===== src/rtl/spi_adc_responder.sv =====
// SPI mode-0 target emulating a serial ADC for loopback bring-up.
// Sends a header then a DATA_W-bit sample, MSB first, per cs_n frame.
//
// Ports:
//   clk          system clock, at least 8x the sck rate
//   reset        asynchronous, active-high
//   sample_in    sample written into the one-entry holding buffer
//   sample_valid one-cycle load strobe for sample_in
//   sck, cs_n    SPI clock and chip select from the controller (async)
//   miso         serial data to the controller
//   miso_oe      high while the synchronised cs_n is low
//   busy         frame in progress
//   frame_done   one-cycle pulse once the last frame bit is clocked
//   fresh        holding buffer holds a sample not yet sent
//   stale        sticky flag: a frame started with no fresh sample
//
// Build option: define SPI_RESP_STALE_FLAG_EN to enable the stale flag
// and send the header as ones in stale frames. Otherwise stale is 0
// and the header is always zeros.
`timescale 1ns/1ps
module spi_adc_responder #(
    parameter int DATA_W      = 10,
    parameter int LEAD_ZEROS  = 2,
    parameter int SYNC_STAGES = 2
) (
    input  logic              clk,
    input  logic              reset,
    input  logic [DATA_W-1:0] sample_in,
    input  logic              sample_valid,
    input  logic              sck,
    input  logic              cs_n,
    output logic              miso,
    output logic              miso_oe,
    output logic              busy,
    output logic              frame_done,
    output logic              fresh,
    output logic              stale
);

    localparam int FRAME_BITS = LEAD_ZEROS + DATA_W;
    localparam int CNT_W      = $clog2(FRAME_BITS + 1);

    localparam logic [CNT_W-1:0] CNT_LAST = CNT_W'(FRAME_BITS - 1);
    localparam logic [CNT_W-1:0] CNT_FULL = CNT_W'(FRAME_BITS);

    typedef enum logic [1:0] {
        IDLE,
        SHIFT,
        DONE
    } state_t;

    state_t                  state;
    logic [SYNC_STAGES-1:0]  sck_sync;
    logic [SYNC_STAGES-1:0]  cs_sync;
    logic                    sck_q;
    logic                    cs_q;
    logic                    sck_rise;
    logic                    sck_fall;
    logic                    cs_rise;
    logic                    cs_fall;
    logic                    frame_start;
    logic                    hdr_bit;
    logic [DATA_W-1:0]       hold_buf;
    logic [FRAME_BITS-1:0]   shreg;
    logic [FRAME_BITS-1:0]   load_word;
    logic [CNT_W-1:0]        cnt;

    // Synchronisers idle at sck=0, cs_n=1 so reset release
    // never looks like the start of a frame.
    always_ff @(posedge clk or posedge reset) begin
        if (reset) begin
            sck_sync <= '0;
            cs_sync  <= '1;
            sck_q    <= 1'b0;
            cs_q     <= 1'b1;
        end else begin
            sck_sync <= {sck_sync[SYNC_STAGES-2:0], sck};
            cs_sync  <= {cs_sync[SYNC_STAGES-2:0], cs_n};
            sck_q    <= sck_sync[SYNC_STAGES-1];
            cs_q     <= cs_sync[SYNC_STAGES-1];
        end
    end

    assign sck_rise = sck_sync[SYNC_STAGES-1] & ~sck_q;
    assign sck_fall = ~sck_sync[SYNC_STAGES-1] & sck_q;
    assign cs_rise  = cs_sync[SYNC_STAGES-1] & ~cs_q;
    assign cs_fall  = ~cs_sync[SYNC_STAGES-1] & cs_q;

    assign frame_start = (state == IDLE) && cs_fall;
    assign load_word   = {{LEAD_ZEROS{hdr_bit}}, hold_buf};

`ifdef SPI_RESP_STALE_FLAG_EN
    assign hdr_bit = ~fresh;

    always_ff @(posedge clk or posedge reset) begin
        if (reset) begin
            stale <= 1'b0;
        end else if (frame_start && !fresh) begin
            stale <= 1'b1;
        end
    end
`else
    assign hdr_bit = 1'b0;
    assign stale   = 1'b0;
`endif

    always_ff @(posedge clk or posedge reset) begin
        if (reset) begin
            state      <= IDLE;
            hold_buf   <= '0;
            shreg      <= '0;
            cnt        <= '0;
            miso       <= 1'b0;
            miso_oe    <= 1'b0;
            busy       <= 1'b0;
            frame_done <= 1'b0;
            fresh      <= 1'b0;
        end else begin
            frame_done <= 1'b0;

            // A load in the frame-start cycle wins over the clear:
            // the frame takes the old value, the new one stays fresh.
            if (sample_valid) begin
                hold_buf <= sample_in;
                fresh    <= 1'b1;
            end else if (frame_start) begin
                fresh    <= 1'b0;
            end

            if (cs_rise) begin
                state   <= IDLE;
                miso    <= 1'b0;
                miso_oe <= 1'b0;
                busy    <= 1'b0;
            end else begin
                unique case (state)
                    IDLE: begin
                        if (cs_fall) begin
                            shreg   <= load_word;
                            miso    <= load_word[FRAME_BITS-1];
                            cnt     <= '0;
                            busy    <= 1'b1;
                            miso_oe <= 1'b1;
                            state   <= SHIFT;
                        end
                    end
                    SHIFT: begin
                        if (sck_rise) begin
                            cnt <= cnt + 1'b1;
                            if (cnt == CNT_LAST) begin
                                frame_done <= 1'b1;
                                state      <= DONE;
                            end
                        end else if (sck_fall && cnt < CNT_FULL) begin
                            shreg <= shreg << 1;
                            miso  <= shreg[FRAME_BITS-2];
                        end
                    end
                    DONE: begin
                        // Counter holds at FRAME_BITS; extra clocks read 0.
                        if (sck_rise || sck_fall) begin
                            miso <= 1'b0;
                        end
                    end
                    default: begin
                        state <= IDLE;
                    end
                endcase
            end
        end
    end

endmodule


===== config.mk =====
export PLATFORM = sky130hd
export DESIGN_NAME = spi_adc_responder
export DESIGN_NICKNAME = d
export VERILOG_FILES = /design/src/rtl/spi_adc_responder.sv
export SDC_FILE = /design/constraint.sdc
export NUM_CORES = 1
export LEC_CHECK = 0
export CORE_UTILIZATION = 40
export CTS_CLUSTER_SIZE = 24
export DETAILED_ROUTE_END_ITERATION = 8
export SYNTH_ARGS = -nofsm -noshare
export SYNTH_HDL_FRONTEND = slang
export SYNTH_SLANG_ARGS = --single-unit
export TNS_END_PERCENT = 1

===== constraint.sdc =====
create_clock -name clk -period 2.3 [get_ports clk]
set_input_delay 0.46 -clock clk [delete_from_list [all_inputs] [get_ports clk]]
set_output_delay 0.46 -clock clk [all_outputs]
set_load 0.02 [all_outputs]

# == Yosys cells after proc, flatten, opt, wreduce, memory -nomap -nowiden ==
# Index checks and enable logic that the tools add are counted.
# totals
ff_bits,37
input_bits,15
# op_classes
n_addsub,1
order_cmp,1
n_eq_ne,14
n_mux,27
n_bitwise,9
n_reduce_logical,14
# ops
operator,count
11-bit 2-to-1 mux,3
11-bit one-hot mux with 2 select lines,1
3-bit inequality test (second input constant),6
1-bit 2-to-1 mux,14
2-bit inequality test (second input constant),5
5-bit AND reduction,2
2-bit 2-to-1 mux,4
4-bit 2-to-1 mux,2
4-bit one-hot mux with 2 select lines,1
4-bit AND reduction,2
2-bit nonzero test,4
2-bit one-hot mux with 3 select lines,1
1-bit NOT,5
4-bit by 1-bit adder with 4-bit output (second input constant),1
1-bit bitwise AND,4
4-bit == test (second input constant),1
4-bit < comparator (second input constant),1
4-bit nonzero test,1
1-bit one-hot mux with 3 select lines,1
2-bit by 1-bit == test with 1-bit output (second input constant),1
2-bit == test (second input constant),1
1-bit logical AND,2
2-bit zero test,1
2-bit AND reduction,1
1-bit logical OR,1

# == Longest topological paths before layout ==
# logic_depth
ltp_word,7
mapped_depth,8

# == Worst setup path before layout ==
# No wires, ideal clock.
# synth_timing
path_kind,reg-to-reg
startpoint,register cs_q
endpoint,register miso
t_arrival_ps,1590
required_ps,2175
slack_ps,586
path_stages_with_launch,7
n_path_buf,0
path_cell_list,dfstp_2 inv_1 ha_1 nand2b_1 or2_2 o2111ai_1 mux2_2
# synth_between
elab_chain_cells,4
word_cells_on_any_way,10
classes_between,eq/ne (4); mux (1); bitwise (3); reduce/logical (2)
# synth_lines
element,line,text
"start, declared",56,logic cs_q;
"start signal, assigned",80,cs_q <= cs_sync[SYNC_STAGES-1];
1-bit NOT,86,assign cs_rise = cs_sync[SYNC_STAGES-1] & ~cs_q;
1-bit bitwise AND,86,
3-bit inequality test (no source line) or 4-bit nonzero test (tied branches),n/a,
5-bit AND reduction (no source line),n/a,
"end signal, assigned",140,miso <= load_word[FRAME_BITS-1];
"end signal, assigned",156,miso <= shreg[FRAME_BITS-2];
"end, declared",32,"output logic miso,"
# Parallel ways exist; a longest one is shown, timed or not.
# A chain may end at the register's enable or synchronous reset.

# == Worst setup path after layout ==
# Ends and elaborated chain as after synthesis.

==> reports/metrics.csv <==
stage,metric,value,unit
hold_path,min_delay_path_depth,0,
timing,hold_violations,0,
logic_synthesis,synth_area_leaders,"dfrtp_1 49%, ha_1 7.2%, mux2_2 7.1%, mux2i_1 6.3%, dfstp_2 4.5%",
worst_setup_path,ff2ff_path_depth,6,
global_route,grt_pass1_vias,1153,
drt,num_vias,1146,
finish,diodes,0,
timing,timing.final.crit_share,80.2,%
cts,holdBufCountCts,0,
drt,wl_met3,96,um
logic_synthesis,yosysMostFrequentCell,dfrtp_1,
global_route,grt_util_all_layers,15.9,%
placement,routabilityCongestion,0.788,
timing,slew_violations,0,
worst_setup_path,worstSetupPathType,reg -> reg,
timing,setup_ws,455,ps
logic_synthesis,synth_top_family_by_area,multiplexers,
logic_synthesis,yosys.area_share.simple,11.2,%
worst_setup_path,cp_max_fo,11,
logic_synthesis,synthCells,153,
floorplanning,die_w,67.9,um
drt,highest_layer,met4,
floorplanning,start_util,42.5,%
placement,place_ws,461,ps
cts,cts_tree,done,
power_and_ir_drop,cellPowerDensity,1020,mW/mm2
cts,cts_setup_buffers,0,
finish,design_area,0.00207,mm2
logic_synthesis,syn_area,0.00174,mm2
global_route,grt_overflow,0,
hold_path,hold_class,reg -> reg,
outcome,status,completed,
global_route,antenna_found_initial,0,
worst_setup_path,worstPathRequired,2470,ps
finish,syn2layout_area_growth,19.0,%
finish,fillers,373,
finish,layout-drive-gt1-share,15.8,%
drt,dr.pass1.iters,4,
drt,drt_iter0_drc,43,
cts,clk_latency,290,ps
logic_synthesis,synth_fp_nets,178,
floorplanning,die_h,67.9,um
cts,htreeDepth,2,
logic_synthesis,synth_fa_ha_area_share,7.20,%
power_and_ir_drop,finalPower,2.11,mW
drt,wl_met1,1380,um
logic_synthesis,synth_compound_area_share,8.43,%
global_route,grt_pass1_wl,5190,um
logic_synthesis,synthArstFlopShare,100,%
power_and_ir_drop,power_leakage,0.909,nW
worst_setup_path,crit_arrival,2020,ps
floorplanning,die-area,0.00461,mm2
drt,drcViolationCount,0,
timing,setup_tns,0,ps
logic_synthesis,synth_top_cell_by_area,dfrtp_1,
global_route,grt_max_degree,38,
drt,drt-vias-per-instance,5.05,
logic_synthesis,ys_warn_count,0,
placement,portBuffers,19,
logic_synthesis,synth-seq-area-share,53.5,%
logic_synthesis,ys_types,35,
drt,ant_nets,0,
drt,dr_wl_met2,1510,um
worst_setup_path,crit_path_start_kind,flop,
logic_synthesis,synth_ff_type,dfrtp_1,
flow_run,cap_violations,0,
cts,cts_buffer_depth,2,
logic_synthesis,synthMuxAreaShare,13.5,%
timing,rsz0062_at_grt,false,
floorplanning,pin_count,21,
drt,routedWlPerCell,13.5,um
cts,cts_root_buf,clkbuf_8,
logic_synthesis,synth_xor_area_share,1.01,%
cts,cts-resized-gates,0,
logic_synthesis,synth_edf_count,0,
finish,nNetsFinal,201,
cts,cts.clk_slew.worst_paths,70,ps
logic_synthesis,synth-seq-cells,37,
timing,finClkSkew,9.20,ps
floorplanning,core_area,0.00409,mm2
logic_synthesis,synth_commonest_cells,"34 x dfrtp_1, 14 x nor2_1",
timing,final-setup-viol-count,0,
worst_setup_path,end_kind,flop,
logic_synthesis,synth.avg_cell_area,11.4,um2
power_and_ir_drop,vdd_drop_max,0.000456,V
placement,dp_hpwl,2220,um
cts,tritoncts_num_sinks,37,
cts,numCtsBuffers,5,
timing,clock.fmax,542,MHz
floorplanning,row_count,23,
drt,totalWireLength,3060,um
timing,finalCriticalPeriod,1850,ps
logic_synthesis,synth_top_area_share,49.0,%
placement,postPlaceCellArea,0.00198,mm2
==> area by class of cell <==
type / count / area (um2) / area share (%)
Sequential cell: 37 / 930 / 45.0
Multi-Input combinational cell: 97 / 722 / 34.9
Timing Repair Buffer: 24 / 228 / 11.0
Clock buffer: 7 / 76.3 / 3.69
Tap cell: 50 / 62.6 / 3.03
Inverter: 11 / 41.3 / 2.00
Clock inverter: 1 / 7.51 / 0.363
==> worst max-delay path: stages, from the launching register on <==
cell,delay (ps)
dfstp_2,530
inv_1,50
ha_1,320
nor2b_1,260
nand2_1,80
o2111ai_1,120
mux2_2,360
==> report_power, final <==
part	internal [mW]	switching [mW]
clock	0.214	0.225
combinational	0.357	0.407
sequential	0.816	0.0943
total	1.39	0.726
==> kinds of logic after synthesis <==
logic type	Yosys count
DFF	37
other	1
and+or+nand+nor	39
adders and majority gates	10
AOI/OAI and AO/OA	23
muxes	22
buffers and inverters	19
xor gates and xnor gates	2
==> state kept, by name (all words and copies together) (netlist names), 2 cells and up <==
signal	flops
hold_buf	10
shreg	11
sck_sync	2
state	2
cnt	4
cs_sync	2
==> per-stage QoR <==
stage               cells  utilization (%)  hold WS (ps)
detailed placement    219             48.5           341
finish                227             50.6           353
global placement      219             48.5           340
floorplan             153                -           331
global route          227             50.6           365
CTS                   227             50.6           357
==> per-layer routing <==
metal	vias to the layer above	global-route usage (%)
met5	-	0
met4	0	9.38
met3	7	4.00
met2	25	25.2
met1	554	19.3
li1	560	-
==> layout by cell type, fill, tap and decap left out, types with 2 or more instances in the layout <==
cell	n
inv_1	11
mux2_2	11
nand2_1	7
nand4_1	2
nor2_1	14
nand3b_1	2
nand2b_1	2
clkbuf_1	2
a21oi_1	11
ha_1	10
nor2b_1	2
dfrtp_1	34
dfstp_2	3
o21ai_0	5
buf_4	5
mux2i_1	11
xnor2_1	2
clkdlybuf4s50_1	19
nand3_1	3
clkbuf_8	5
==> path summary, 6_finish.rpt <==
check / startpoint / to / slack [ps]
setup reg to reg: cs_q$_DFF_PP1_ / miso$_DFFE_PP0P_ / 450
max in group asynchronous: reset / cs_q$_DFF_PP1_ / 1380
setup / recovery: cs_q$_DFF_PP1_ / miso$_DFFE_PP0P_ / 450
hold reg to reg: sck_sync[0]$_DFF_PP0_ / sck_sync[1]$_DFF_PP0_ / 350
min in group asynchronous: reset / shreg[9]$_DFFE_PP0P_ / 570
hold / removal: sck_sync[0]$_DFF_PP0_ / sck_sync[1]$_DFF_PP0_ / 350
Power figures use the tool's default switching activity.
